## src/rtl/nios_system_sysinfo.sv

```systemverilog
// System information slave for the Nios system.
// It is an Avalon-MM register block that holds:
//   - the ID and build timestamp,
//   - a scratch register,
//   - a 64-bit uptime counter with a coherent high-word shadow,
//   - a control register for clearing and halting the counter,
//   - a parameter readback word.
// Reads are fully pipelined with a fixed latency of READ_LATENCY cycles and never stall.
module nios_system_sysinfo #(
    parameter logic [31:0] SYSTEM_ID    = 32'h0000000F,
    parameter logic [31:0] TIMESTAMP    = 32'd1411317456,
    parameter int          ADDR_W       = 3,
    parameter int          READ_LATENCY = 1
) (
    input  logic              clock,
    input  logic              reset,
    input  logic [ADDR_W-1:0] address,
    input  logic              read,
    input  logic              write,
    input  logic [31:0]       writedata,
    input  logic [3:0]        byteenable,
    output logic [31:0]       readdata,
    output logic              readdatavalid
);

    localparam logic [7:0] ADDR_ID        = 8'd0;
    localparam logic [7:0] ADDR_TIMESTAMP = 8'd1;
    localparam logic [7:0] ADDR_SCRATCH   = 8'd2;
    localparam logic [7:0] ADDR_UP_LO     = 8'd3;
    localparam logic [7:0] ADDR_UP_HI     = 8'd4;
    localparam logic [7:0] ADDR_CONTROL   = 8'd5;
    localparam logic [7:0] ADDR_PARAM     = 8'd6;

    localparam logic [3:0]  LAT_NIBBLE = 4'(READ_LATENCY);
    localparam logic [3:0]  AW_NIBBLE  = 4'(ADDR_W);
    localparam logic [31:0] PARAM_WORD = {24'h0, LAT_NIBBLE, AW_NIBBLE};

    // Stages in front of the output register. Latency 1 needs none, so the index is clamped.
    localparam int LAST = (READ_LATENCY > 1) ? READ_LATENCY - 2 : 0;

    logic [7:0]  addr_ext;
    logic [31:0] scratch;
    logic        halt;
    logic [63:0] uptime;
    logic [31:0] uptime_hi_shadow;
    logic [31:0] read_mux;
    logic        scratch_we;
    logic        control_we;
    logic        clear_req;
    logic        pipe_valid [3];
    logic [31:0] pipe_data  [3];
    logic        final_valid;
    logic [31:0] final_data;

    assign addr_ext   = 8'(address);
    assign scratch_we = write && (addr_ext == ADDR_SCRATCH);
    assign control_we = write && (addr_ext == ADDR_CONTROL) && byteenable[0];
    assign clear_req  = control_we && writedata[0];

    // Select the read word from the register values in place before this edge.
    // A write in the same cycle therefore cannot affect the value returned.
    always_comb begin
        read_mux = 32'h0;
        case (addr_ext)
            ADDR_ID:        read_mux = SYSTEM_ID;
            ADDR_TIMESTAMP: read_mux = TIMESTAMP;
            ADDR_SCRATCH:   read_mux = scratch;
            ADDR_UP_LO:     read_mux = uptime[31:0];
            ADDR_UP_HI:     read_mux = uptime_hi_shadow;
            ADDR_CONTROL:   read_mux = {30'h0, halt, 1'b0};
            ADDR_PARAM:     read_mux = PARAM_WORD;
            default:        read_mux = 32'h0;
        endcase
    end

    // Scratch register, written per enabled byte lane.
    always_ff @(posedge clock) begin
        if (reset) begin
            scratch <= 32'h0;
        end else if (scratch_we) begin
            for (int i = 0; i < 4; i++) begin
                if (byteenable[i]) begin
                    scratch[8*i +: 8] <= writedata[8*i +: 8];
                end
            end
        end
    end

    // Halt is the only stored control bit. The clear bit acts as a pulse and is never held.
    always_ff @(posedge clock) begin
        if (reset) begin
            halt <= 1'b0;
        end else if (control_we) begin
            halt <= writedata[1];
        end
    end

    // Uptime counter. Clear wins over halt, and the counter wraps naturally at 2^64.
    always_ff @(posedge clock) begin
        if (reset) begin
            uptime <= 64'h0;
        end else if (clear_req) begin
            uptime <= 64'h0;
        end else if (!halt) begin
            uptime <= uptime + 64'd1;
        end
    end

    // Reading the low word captures the high word.
    // A later high-word read then pairs with that same low-word sample.
    always_ff @(posedge clock) begin
        if (reset) begin
            uptime_hi_shadow <= 32'h0;
        end else if (read && (addr_ext == ADDR_UP_LO)) begin
            uptime_hi_shadow <= uptime[63:32];
        end
    end

    // Delay line for read data and valid. Reset flushes every in-flight read.
    always_ff @(posedge clock) begin
        if (reset) begin
            for (int i = 0; i < 3; i++) begin
                pipe_valid[i] <= 1'b0;
                pipe_data[i]  <= 32'h0;
            end
        end else begin
            pipe_valid[0] <= read;
            if (read) begin
                pipe_data[0] <= read_mux;
            end
            for (int i = 1; i < 3; i++) begin
                pipe_valid[i] <= pipe_valid[i-1];
                pipe_data[i]  <= pipe_data[i-1];
            end
        end
    end

    assign final_valid = (READ_LATENCY == 1) ? read     : pipe_valid[LAST];
    assign final_data  = (READ_LATENCY == 1) ? read_mux : pipe_data[LAST];

    // Output register. Readdata only changes when a result is delivered, so it holds between reads.
    always_ff @(posedge clock) begin
        if (reset) begin
            readdata      <= 32'h0;
            readdatavalid <= 1'b0;
        end else begin
            readdatavalid <= final_valid;
            if (final_valid) begin
                readdata <= final_data;
            end
        end
    end

endmodule

```

## config.mk

```make
export PLATFORM = sky130hd
export DESIGN_NAME = nios_system_sysinfo
export DESIGN_NICKNAME = d
export VERILOG_FILES = /design/src/rtl/nios_system_sysinfo.sv
export SDC_FILE = /design/constraint.sdc
export NUM_CORES = 1
export LEC_CHECK = 0
export CAP_MARGIN = 20
export CORE_ASPECT_RATIO = 0.7
export CORE_MARGIN = 5
export CORE_UTILIZATION = 35
export CTS_BUF_LIST = sky130_fd_sc_hd__clkbuf_16
export DETAILED_ROUTE_END_ITERATION = 7
export PLACE_DENSITY_LB_ADDON = 0.15
export RECOVER_POWER = 25
export SLEW_MARGIN = 10
export SYNTH_ARGS = -nofsm -noshare
export SYNTH_HDL_FRONTEND = slang
export SYNTH_SLANG_ARGS = --single-unit
```

## constraint.sdc

```tcl
create_clock -name clock -period 2.4 [get_ports clock]
set_clock_uncertainty 0.1 [all_clocks]
set_input_delay 0.48 -clock clock [delete_from_list [all_inputs] [get_ports clock]]
set_output_delay 0.48 -clock clock [all_outputs]
set_load 0.01 [all_outputs]
```

Word level (Yosys, flattened, before mapping) --
Cells that the tools add are included.
Operators by class: reductions and logical operators 11, multiplexer cells 1, eq/ne operators 6, add/subtract/negate cells 1
Operators with widths (count):
- one-hot mux 32 bit (7 select lines) | 1
- adder 64 x 1 -> 64 bit, second input constant | 1
- == test 3 bit, second input constant | 3
- logical NOT 8 bit | 1
- AND reduction 2 bit | 4
- == test 3 x 2 -> 1 bit, second input constant | 2
- logical AND 1 bit | 5
- == test 3 x 1 -> 1 bit, second input constant | 1
- OR reduction 2 bit | 1
Word-level totals: bits in registers 162, logic and storage cells 28, output and inout port bits 33, input bits 43

Depth between registers and ports, before layout --
Gate-level depths: netlist of run 1.
depth after elaboration 5, depth in mapped cells 7, gate-level depth less buffers 6

Worst setup path after synthesis of run 1 --
No wires, ideal clock.
path type reg-to-reg, start reg uptime[10], end reg uptime[58], stages on the path, launching flop included 7, buffers on the path 1, setup slack 0.138 ns, arrival time 2.091 ns, period minus slack after synthesis 2.262 ns, cell sequence dfxtp_1 > nand4_2 > or4_1 > or3_1 > buf_2 > or4_1 > a21oi_1
On the way: word-level cells in the longest chain between the ends 1
RTL lines:
- from (decl) | RTL line 44 | logic [63:0] uptime;
- from (signal assigned) | RTL line 105 | uptime <= uptime + 64'd1;
- adder 64 x 1 -> 64 bit | RTL line 105
No other way between the ends. A chain may end at the register's enable or synchronous reset.

Final worst setup path of run 1 --
start reg uptime[13], end reg uptime[47]
Same word-level chain as after synthesis.

==> results.json, run 1 <==
{
  "routedWlPerCell_um": 18.7,
  "first_global_vias": 6364,
  "regToRegEndpoint": "uptime[47]",
  "antenna-diode-count": 0,
  "multi_input_area_um2": 3660,
  "layout_min_cycle_time_ps": 2280,
  "vias_per_cell": 5.44,
  "cts_sinks": 162,
  "drt_iter0_drc": 717,
  "num-fill-cells": 2031,
  "drv_cap": 0,
  "synthCells": 902,
  "coreArea_um2": 20000,
  "area_growth_pct": 30.0,
  "floorplan.initialDensity_pct": 36.0,
  "setup_viol": 0,
  "first_pass_iters": 5,
  "clock_path_buffers": 2,
  "leakagePower_nw": 3.20,
  "syn_nets": 946,
  "vdd_drop_max_v": 0.000444,
  "critPathLaunchType": "flop",
  "critPathRequiredTime_ps": 2660,
  "insertion_delay_ps": 430,
  "arrival_ps": 2530,
  "crit-reg2reg-launch": "uptime[13]",
  "yosysWarnings": 0,
  "slowest_stage": "or4_1",
  "cts_tree": "yes",
  "register_area_um2": 3240,
  "gp_congestion": 0.895,
  "whs_ps": 357,
  "r2r.worst_path.cells": 6,
  "antenna_found_initial": 0,
  "fin_crit_sh_pct": 94.9,
  "endpoint": "uptime[47]",
  "pin_count": 76,
  "die_h_um": 130,
  "grtUsageTotal_pct": 20.7,
  "fin_area_um2": 9360,
  "grt_max_degree": 52,
  "io_buffer_count": 75,
  "finalHoldViolCount": 0,
  "max_stage_delay_ps": 600,
  "htreeDepth": 4,
  "critPathMaxFanout": 10,
  "rsz0062_at_grt": "no",
  "cp-end-kind": "flop",
  "syn_avg_cell_area_um2": 7.98,
  "max_slew_margin_pct": 43.7,
  "rows": 43,
  "drc": 0,
  "worst-slew-pin-transition_ps": 842,
  "drtAntennaViolNets": 0,
  "p_per_area_nw_per_um2": 614,
  "netlist_area_um2": 7200,
  "grt_pass1_wl_um": 37800,
  "async_flop_share_pct": 0,
  "cts_buffers": 17,
  "rrSetupSlack_ps": 120,
  "ys_seq_area_share_pct": 45.1,
  "dp_hpwl_um": 18500,
  "cp_cell_sequence": "nand4_2, or4_1, buf_4, nor3_4, or4b_1, a21oi_1",
  "wl_um": 24500,
  "synth_edf_count": 0,
  "nNetsFinal": 1071,
  "ys_seq_elements": 162,
  "max_freq_mhz": 439,
  "num_vias": 7122,
  "critPathLaunch": "uptime[13]",
  "clkTransAtPathRegs_ps": 70,
  "worstSetupPathType": "reg2reg",
  "placed_area_um2": 8810,
  "synth.distinct_cells": 46,
  "cts_root_buf": "clkbuf_16",
  "hp-class": "reg2reg",
  "overflow": 0,
  "fp.dieW_um": 181,
  "synth_flop_cell": "dfxtp_1",
  "drive_above_1_share_pct": 12.8,
  "status": "finished clean",
  "slew_viol_final": 0,
  "dieArea_um2": 23600
}
## cells in the final DEF, fill, tap and decap left out, types with 18 or more instances in the layout
cell type	count
inv_1	19
o21ai_0	42
buf_4	87
dfxtp_1	162
nand3_1	54
nand2_1	140
a22oi_1	30
nor2_1	77
nand4_1	33
a21oi_1	111
clkdlybuf4s50_1	56
xnor2_1	18
## where the power goes
group	internal, mW	total, mW	switching, mW
sequential	2.72	2.74	0.0219
combinational	0.177	0.408	0.231
clock	1.50	2.60	1.10
## worst max-delay path, delay by kind of cell, from the launching register on
family	cells	cell delay, ps
and+or+nand+nor	4	1380
DFF	1	350
buffers and inverters	1	220
AOI/OAI and AO/OA	1	150
## synth_stat cells, types with 12 or more instances
cell	instances	share of area, %
dfxtp_1	162	45
nand2_1	140	7.3
a21oi_1	111	7.7
nor2_1	77	4.0
clkbuf_1	56	2.9
nand3_1	54	3.8
o21ai_0	42	2.9
nand4_1	33	2.9
a22oi_1	30	3.1
xnor2_1	18	2.2
xor2_1	17	2.1
inv_1	16	0.83
o221ai_1	16	1.9
mux2i_1	13	1.8
nor4_1	13	1.1
o31ai_1	12	1.3
or3_1	12	1.0
or4_1	12	1.3
## cell type report
cell class | instances | share of cell area [%]
multi-input combinational | 658 | 39.2
tap | 270 | 3.61
inverter | 17 | 0.682
clock buffer | 17 | 4.55
sequential | 162 | 34.7
timing repair buffer | 171 | 16.0
clock inverter | 15 | 1.36
## layer usage
metal	up-vias	share of wire (%)	track usage, %
li1	3477	-	-
met1	3366	54	34.0
met2	248	36	25.7
met3	31	8.2	5.35
met4	0	1.9	5.47
met5	-	0	0
## cell families after synthesis
logic type               synth area share, %
multiplexers                            1.81
flip-flops                              45.1
buffers and inverters                   4.33
XOR/XNOR                                4.26
adder cells (fa/ha/maj)                0.174
AND/OR/NAND/NOR                         26.1
AO/OA/AOI/OAI                           18.3
## repair_timing
item,CTS,global route
endpoints found under the setup margin,0,4
hold buffers,0,0
hold endpoints to repair,0,0
gates resized for setup,0,1
buffers inserted,0,1
## per-stage QoR
step	utilization, %	cells	TNS, ps	power [mW]	setup slack [ps]
after floorplan	-	902	0	2.99	138
after global placement	44.0	1277	-1100	3.21	-53.8
after detailed placement	44.0	1277	-1150	3.21	-64.3
after CTS	46.8	1309	0	5.79	30.6
after global routing	46.8	1310	0	5.94	5.56
final	46.8	1310	0	5.75	123
## flip-flops by register name, indices dropped and copies added (netlist names)
| register | flops |
|---|---|
| halt | 1 |
| readdata | 32 |
| readdatavalid | 1 |
| scratch | 32 |
| uptime | 64 |
| uptime_hi_shadow | 32 |
## how the worst min path moves through the flow
stage	startpoint	to	slack, ps	cells past startpoint
after floorplan	scratch[16]	scratch[16]	340	2
after global placement	scratch[31]	scratch[31]	340	2
after detailed placement	scratch[31]	scratch[31]	350	2
after CTS	scratch[9]	scratch[9]	360	2
after global routing	scratch[18]	scratch[18]	370	2
final	scratch[22]	scratch[22]	360	2
No activity file was read; power rests on OpenSTA's default activity.
==> run 2: changes to the inputs <==
- CTS_CLUSTER_DIAMETER: not set -> 80
- SLEW_MARGIN: 10 -> 20
==> results of run 2 <==
No change in the layout: final DEF, timing and power equal those of run 1.
